$ cat config.mk
export PLATFORM = sky130hd
export DESIGN_NAME = mdu_iter
export DESIGN_NICKNAME = d
export VERILOG_FILES = /design/src/rtl/mdu_pkg.sv /design/src/rtl/mdu_div_step.sv /design/src/rtl/mdu_iter.sv
export SDC_FILE = /design/constraint.sdc
export NUM_CORES = 2
export LEC_CHECK = 0
export ABC_AREA = 1
export CAP_MARGIN = 10
export CORE_AREA = 2 2 271 273
export DETAILED_ROUTE_END_ITERATION = 8
export DIE_AREA = 0 0 273 275
export PLACE_DENSITY_LB_ADDON = 0.08
export SLEW_MARGIN = 20
export SYNTH_ARGS = -nofsm -noshare
export SYNTH_HDL_FRONTEND = slang
export SYNTH_SLANG_ARGS = --single-unit
$ cat constraint.sdc
create_clock -name clk -period 12 [get_ports clk]
set_input_delay 2.4 -clock clk [delete_from_list [all_inputs] [get_ports clk]]
set_output_delay 2.4 -clock clk [all_outputs]
set_load 0.01 [all_outputs]
$ cat src/rtl/mdu_pkg.sv
// Shared op codes, FSM state encoding and accumulate mode for the iterative MDU.
package mdu_pkg;

    localparam logic [3:0] MDU_NOP   = 4'd0;
    localparam logic [3:0] MDU_MULT  = 4'd1;
    localparam logic [3:0] MDU_MULTU = 4'd2;
    localparam logic [3:0] MDU_DIV   = 4'd3;
    localparam logic [3:0] MDU_DIVU  = 4'd4;
    localparam logic [3:0] MDU_MFHI  = 4'd5;
    localparam logic [3:0] MDU_MFLO  = 4'd6;
    localparam logic [3:0] MDU_MTHI  = 4'd7;
    localparam logic [3:0] MDU_MTLO  = 4'd8;
    localparam logic [3:0] MDU_MADD  = 4'd9;
    localparam logic [3:0] MDU_MADDU = 4'd10;
    localparam logic [3:0] MDU_MSUB  = 4'd11;
    localparam logic [3:0] MDU_MSUBU = 4'd12;

    localparam logic [1:0] ST_IDLE = 2'd0;
    localparam logic [1:0] ST_MUL  = 2'd1;
    localparam logic [1:0] ST_DIV  = 2'd2;

    typedef enum logic [1:0] {ACC_NONE, ACC_ADD, ACC_SUB} acc_mode_t;

endpackage

$ cat src/rtl/mdu_div_step.sv
// One restoring-division step on unsigned magnitudes; q_in shifts the dividend out
// at the top while quotient bits shift in at the bottom.
module mdu_div_step #(
    parameter int WIDTH = 32
) (
    input  logic [WIDTH-1:0] rem_in,
    input  logic [WIDTH-1:0] q_in,
    input  logic [WIDTH-1:0] divisor,
    output logic [WIDTH-1:0] rem_out,
    output logic [WIDTH-1:0] q_out
);

    logic [WIDTH:0] shifted;
    logic [WIDTH:0] diff;

    assign shifted = {rem_in, q_in[WIDTH-1]};
    assign diff    = shifted - {1'b0, divisor};
    // rem_in < divisor always holds, so a restored value never needs bit WIDTH
    assign rem_out = diff[WIDTH] ? shifted[WIDTH-1:0] : diff[WIDTH-1:0];
    assign q_out   = {q_in[WIDTH-2:0], ~diff[WIDTH]};

endmodule

$ cat src/rtl/mdu_iter.sv
// Iterative multiply/divide unit owning HI/LO: shift-add multiply, restoring divide.
// Define MDU_MADD_EN to accept MADD/MADDU/MSUB/MSUBU (accumulate into HI/LO at completion).
module mdu_iter
    import mdu_pkg::*;
#(
    parameter int WIDTH    = 32,
    parameter int MUL_STEP = 4
) (
    input  logic             clk,
    input  logic             reset,
    input  logic             IntExcReq,
    input  logic [WIDTH-1:0] A,
    input  logic [WIDTH-1:0] B,
    input  logic [3:0]       MDUOp,
    output logic [WIDTH-1:0] MDUResult,
    output logic             Busy,
    output logic             Done
);

    localparam int            CW      = $clog2(WIDTH + 1);
    localparam logic [CW-1:0] MUL_CYC = CW'(WIDTH / MUL_STEP);
    localparam logic [CW-1:0] DIV_CYC = CW'(WIDTH);
    localparam logic [CW-1:0] ONE     = CW'(1);

    logic [1:0]         state;
    logic [CW-1:0]      cnt;
    logic [WIDTH-1:0]   hi, lo;
    logic [2*WIDTH-1:0] mcand, acc;
    logic [WIDTH-1:0]   mplier, rem, quo, divisor;
    logic               neg_q, neg_r, dz;
    acc_mode_t          acc_mode;

    logic      is_mul, is_div, mul_signed, div_signed;
    acc_mode_t op_acc;

    always_comb begin
        is_mul     = 1'b0;
        is_div     = 1'b0;
        mul_signed = 1'b0;
        div_signed = 1'b0;
        op_acc     = ACC_NONE;
        case (MDUOp)
            MDU_MULT:  begin is_mul = 1'b1; mul_signed = 1'b1; end
            MDU_MULTU: is_mul = 1'b1;
            MDU_DIV:   begin is_div = 1'b1; div_signed = 1'b1; end
            MDU_DIVU:  is_div = 1'b1;
`ifdef MDU_MADD_EN
            MDU_MADD:  begin is_mul = 1'b1; mul_signed = 1'b1; op_acc = ACC_ADD; end
            MDU_MADDU: begin is_mul = 1'b1; op_acc = ACC_ADD; end
            MDU_MSUB:  begin is_mul = 1'b1; mul_signed = 1'b1; op_acc = ACC_SUB; end
            MDU_MSUBU: begin is_mul = 1'b1; op_acc = ACC_SUB; end
`endif
            default: ;
        endcase
    end

    logic             a_neg, b_neg;
    logic [WIDTH-1:0] a_mag, b_mag;

    // MIN maps to itself, which is the correct magnitude when read unsigned
    assign a_neg = (mul_signed | div_signed) & A[WIDTH-1];
    assign b_neg = (mul_signed | div_signed) & B[WIDTH-1];
    assign a_mag = a_neg ? -A : A;
    assign b_mag = b_neg ? -B : B;

    logic [2*WIDTH-1:0] pp, prod_nx, prod, hilo_nx;

    always_comb begin
        pp = '0;
        for (int j = 0; j < MUL_STEP; j++)
            if (mplier[j]) pp = pp + (mcand << j);
    end

    assign prod_nx = acc + pp;
    assign prod    = neg_q ? -prod_nx : prod_nx;

    always_comb begin
        case (acc_mode)
            ACC_ADD: hilo_nx = {hi, lo} + prod;
            ACC_SUB: hilo_nx = {hi, lo} - prod;
            default: hilo_nx = prod;
        endcase
    end

    logic [WIDTH-1:0] rem_nx, quo_nx, q_fix, r_fix;

    mdu_div_step #(.WIDTH(WIDTH)) u_div_step (
        .rem_in (rem),
        .q_in   (quo),
        .divisor(divisor),
        .rem_out(rem_nx),
        .q_out  (quo_nx)
    );

    // divide by zero leaves rem = |A|, so the dividend-sign fix alone restores HI = A
    assign q_fix = dz ? '1 : (neg_q ? -quo_nx : quo_nx);
    assign r_fix = neg_r ? -rem_nx : rem_nx;

    logic last;
    assign last = (cnt == ONE);

    always_ff @(posedge clk or posedge reset) begin
        if (reset) begin
            state    <= ST_IDLE;
            cnt      <= '0;
            hi       <= '0;
            lo       <= '0;
            mcand    <= '0;
            acc      <= '0;
            mplier   <= '0;
            rem      <= '0;
            quo      <= '0;
            divisor  <= '0;
            neg_q    <= 1'b0;
            neg_r    <= 1'b0;
            dz       <= 1'b0;
            acc_mode <= ACC_NONE;
            Busy     <= 1'b0;
            Done     <= 1'b0;
        end else begin
            Done <= 1'b0;
            case (state)
                ST_IDLE: if (!IntExcReq) begin
                    if (MDUOp == MDU_MTHI) hi <= A;
                    if (MDUOp == MDU_MTLO) lo <= A;
                    if (is_mul) begin
                        state    <= ST_MUL;
                        cnt      <= MUL_CYC;
                        Busy     <= 1'b1;
                        mcand    <= {{WIDTH{1'b0}}, a_mag};
                        mplier   <= b_mag;
                        acc      <= '0;
                        neg_q    <= a_neg ^ b_neg;
                        acc_mode <= op_acc;
                    end
                    if (is_div) begin
                        state   <= ST_DIV;
                        cnt     <= DIV_CYC;
                        Busy    <= 1'b1;
                        rem     <= '0;
                        quo     <= a_mag;
                        divisor <= b_mag;
                        neg_q   <= a_neg ^ b_neg;
                        neg_r   <= a_neg;
                        dz      <= (B == '0);
                    end
                end
                ST_MUL: begin
                    acc    <= prod_nx;
                    mcand  <= mcand << MUL_STEP;
                    mplier <= mplier >> MUL_STEP;
                    cnt    <= cnt - ONE;
                    if (last) begin
                        {hi, lo} <= hilo_nx;
                        state    <= ST_IDLE;
                        Busy     <= 1'b0;
                        Done     <= 1'b1;
                    end
                end
                ST_DIV: begin
                    rem <= rem_nx;
                    quo <= quo_nx;
                    cnt <= cnt - ONE;
                    if (last) begin
                        hi    <= r_fix;
                        lo    <= q_fix;
                        state <= ST_IDLE;
                        Busy  <= 1'b0;
                        Done  <= 1'b1;
                    end
                end
                default: state <= ST_IDLE;
            endcase
        end
    end

    always_comb begin
        case (MDUOp)
            MDU_MFHI: MDUResult = hi;
            MDU_MFLO: MDUResult = lo;
            default:  MDUResult = '0;
        endcase
    end

endmodule

==> impl_metrics.yaml <==
logic_synthesis:
  ys_seq_area_frac: 0.198
  avgSynthCellArea_um2: 5.96
  synth_cell_types: 69
  synth_edf_count: 0
  synth_nets: 7431
  syn_area_um2: 42100
  syn-instance-count: 7072
  synth_ff_type: "dfrtp_1"
  yosys_warnings: 0
  synth-seq-cells: 333
  async_flop_share: 1.00
sta:
  fin_crit_sh: 0.936
  hold_viol: 0
  slew_headroom: 0.272
  setup_violations: 0
  setup_tns_ns: 0
  fin_crit_ns: 11.23
  drv_slew: 0
  fin_skew_ns: 0.0346
  worst_slew_pin_slew_ns: 1.09
  max_freq_mhz: 89.0
power_and_ir_drop:
  power_density_nw_per_um2: 300
  peakVddDrop_uv: 425
  power_uw: 13600
  p_leak_uw: 0.0229
floorplan:
  pin_count: 105
  die_w_um: 273
  initial_core_util: 0.582
  die_y_um: 275
  dieArea_um2: 75100
  rows: 99
  coreArea_um2: 72300
global_routing:
  antenna_found_initial: 4
  grt_max_degree: 160
  grt_pass1_vias: 46300
  grt.overflow.total: 0
  gr-usage-all-layers: 0.462
  grt_first_pass_wirelength_mm: 268
routing:
  first_iter_violations: 6709
  finalWirelength_mm: 177
  drcViolationCount: 2
  vias: 50100
  ant_nets: 0
  dr.pass1.iters: 9
  vias_per_cell: 6.21
  wire_per_inst_um: 22.0
cts:
  cts.path.max_buffers: 3
  cts_htree_levels: 2
  cts_root_buf: "clkbuf_16"
  cts_tree: "built"
  clock-sinks: 333
  cts_buffers: 42
  clk_pin_slew_ns: 0.06
  worstSkewPairLatency_ns: 0.63
finish:
  area_delta_synth_final_pct: 7.82
  final_area_um2: 45400
  drive_above_1_share: 0.0462
  fillCellCount: 7049
  nets: 7420
  instances_no_fill: 8055
  fin_util: 0.628
placed_design:
  dp_hpwl_mm: 140
  placed_area_um2: 43800
  portBuffers: 104
  gp_congestion: 1.14
  dp_cells: 7976
critical_path:
  path_common_cell: "nand2_1"
  r2r_slack_ns: 0.77
  crit_arrival_ns: 11.78
  worstPathRequired_ns: 12.54
  endpoint_kind: "flop"
  slowest_stage: "dfrtp_2"
  critPathKind: "flop to flop"
  cp_slowest_stage_delay_ns: 0.53
  cp_max_fo: 18
  start_kind: "flop"
hold_path:
  hp-class: "flop to flop"
job:
  maxCapViolCount: 0
run_status:
  outcome: "complete, but fails checks"
  violations: "DRC"
## cell families (layout without fill, tap and decap cells)
group	after synthesis	in the layout	synth area share
adders and majority gates	288	288	0.0864
DFF	333	333	0.198
muxes	3	3	0.000713
AOI/OAI and AO/OA	1536	1536	0.209
buffers and inverters	1152	1175	0.106
xor gates and xnor gates	227	227	0.0483
other	0	1	0
and+or+nand+nor	3533	3533	0.352
## layer usage
metal / part of all wire / global-route usage / up-vias
met2: 0.42 / 0.708 / 3150
met5: 0.00019 / 0 / -
met1: 0.37 / 0.559 / 22800
met4: 0.096 / 0.364 / 6
li1: - / - / 23300
met3: 0.11 / 0.109 / 808
## synth_stat cells, types with 7 or more instances
cell	number	area, µm²
dfrtp_1	333	8330
nor3_1	85	425
buf_6	8	90.1
inv_2	27	101
a21boi_1	19	143
o21ai_1	67	335
nand4_1	80	500
o22ai_1	86	538
nor2_4	9	101
a21boi_0	10	75.1
o31ai_1	14	105
a21o_1	37	278
and2_1	7	43.8
o21ai_2	16	140
nand3_2	12	120
a21oi_2	11	96.3
nand2_1	2016	7570
nor4_1	19	119
buf_1	25	93.8
o221ai_1	55	482
o21ai_0	583	2920
xnor2_1	71	622
nand3b_1	26	195
nand2_2	37	231
clkbuf_1	131	492
buf_2	22	110
nor2_2	23	144
or2_2	36	225
xor2_1	150	1310
ha_1	283	3540
o211ai_1	28	210
a31oi_1	59	369
nor2_1	710	2670
nand3_1	445	2230
inv_1	926	3480
a22oi_1	12	90.1
o21a_1	23	173
a21oi_1	446	2230
o21bai_1	38	285
## power breakdown
group | switching, µW | internal [µW] | total (µW)
Sequential | 536 | 1600 | 2130
Clock | 613 | 867 | 1480
Combinational | 7150 | 2850 | 10000
Total | 8300 | 5310 | 13600
## critical path, delay by kind of cell (launching register included)
| kind | cells | cell delay [ns] |
|---|---|---|
| flops | 1 | 0.53 |
| buf+inv | 8 | 0.71 |
| simple gates | 26 | 3.44 |
| compound gates | 19 | 4.14 |
| fa+ha+maj | 4 | 1.48 |
| xor+xnor | 3 | 0.81 |
## worst paths after layout
| check | start | endpoint | depth (start not counted) |
|---|---|---|---|
| min reg2reg | acc[20] | acc[20] | 2 |
| max reg2reg | mplier[0] | hi[21] | 60 |
| min | acc[20] | acc[20] | 2 |
| max in group asynchronous | reset | hi[8] | 3 |
| max | mplier[0] | hi[21] | 60 |
| min in group asynchronous | reset | divisor[5] | 2 |
## final cells by class
cell class | instances | area (µm²) | share of cell area
Sequential cell | 333 | 8340 | 0.184
Multi-Input combinational cell | 5587 | 29400 | 0.647
Clock inverter | 27 | 429 | 0.00945
Antenna cell | 1 | 2.50 | 0.0000551
Clock buffer | 51 | 1150 | 0.0252
Inverter | 959 | 3610 | 0.0795
Tap cell | 959 | 1200 | 0.0264
Timing Repair Buffer | 138 | 1310 | 0.0289
## sequential cells by signal (all words and copies together), names as in the netlist
name	flops
cnt	6
neg_r	1
rem	32
dz	1
Done	1
quo	32
mplier	32
acc	64
state	2
Busy	1
lo	32
hi	32
neg_q	1
divisor	32
mcand	64
## stage by stage
step | setup WS, ns | hold WS, ns
2_1_floorplan | 0.375 | 0.453
3_3_place_gp | 1.09 | 0.470
3_5_place_dp | 1.16 | 0.476
4_1_cts | 1.10 | 0.491
5_1_grt | -0.0981 | 0.512
6_report | 0.765 | 0.491
## timing repair
action                     in CTS  in global routing
setup buffers                   0                  0
setup endpoints to repair       0                 17
resized for setup               0                  4
hold buffers                    0                  0
## layout by cell type (no fill, tap or decap), types with 7 or more instances in the layout
cell type        instances
xor2_1                 150
a21boi_0                10
o211ai_1                28
o21ai_1                 66
o21bai_1                38
nand2_2                 38
nand3_1                445
xnor2_1                 71
o31ai_1                 12
nand2_1               2015
a21oi_1                445
nor2_2                  24
a21o_1                  37
inv_2                   29
clkinvlp_4               7
a21oi_2                 12
o21ai_2                 16
bufinv_16                8
nand3b_1                26
nand3_2                 12
nor4_1                  19
nand4_1                 80
a22oi_1                 12
inv_1                  922
or2_2                   36
o22ai_1                 86
clkdlybuf4s50_1        104
nor2_1                 707
nor3_1                  85
ha_1                   280
nor2_4                  11
a31oi_1                 59
dfrtp_1                330
a21boi_1                19
o221ai_1                55
o21ai_0                583
and2_1                   7
buf_4                   32
clkbuf_16               43
o21a_1                  23
Power figures use the tool's default switching activity.
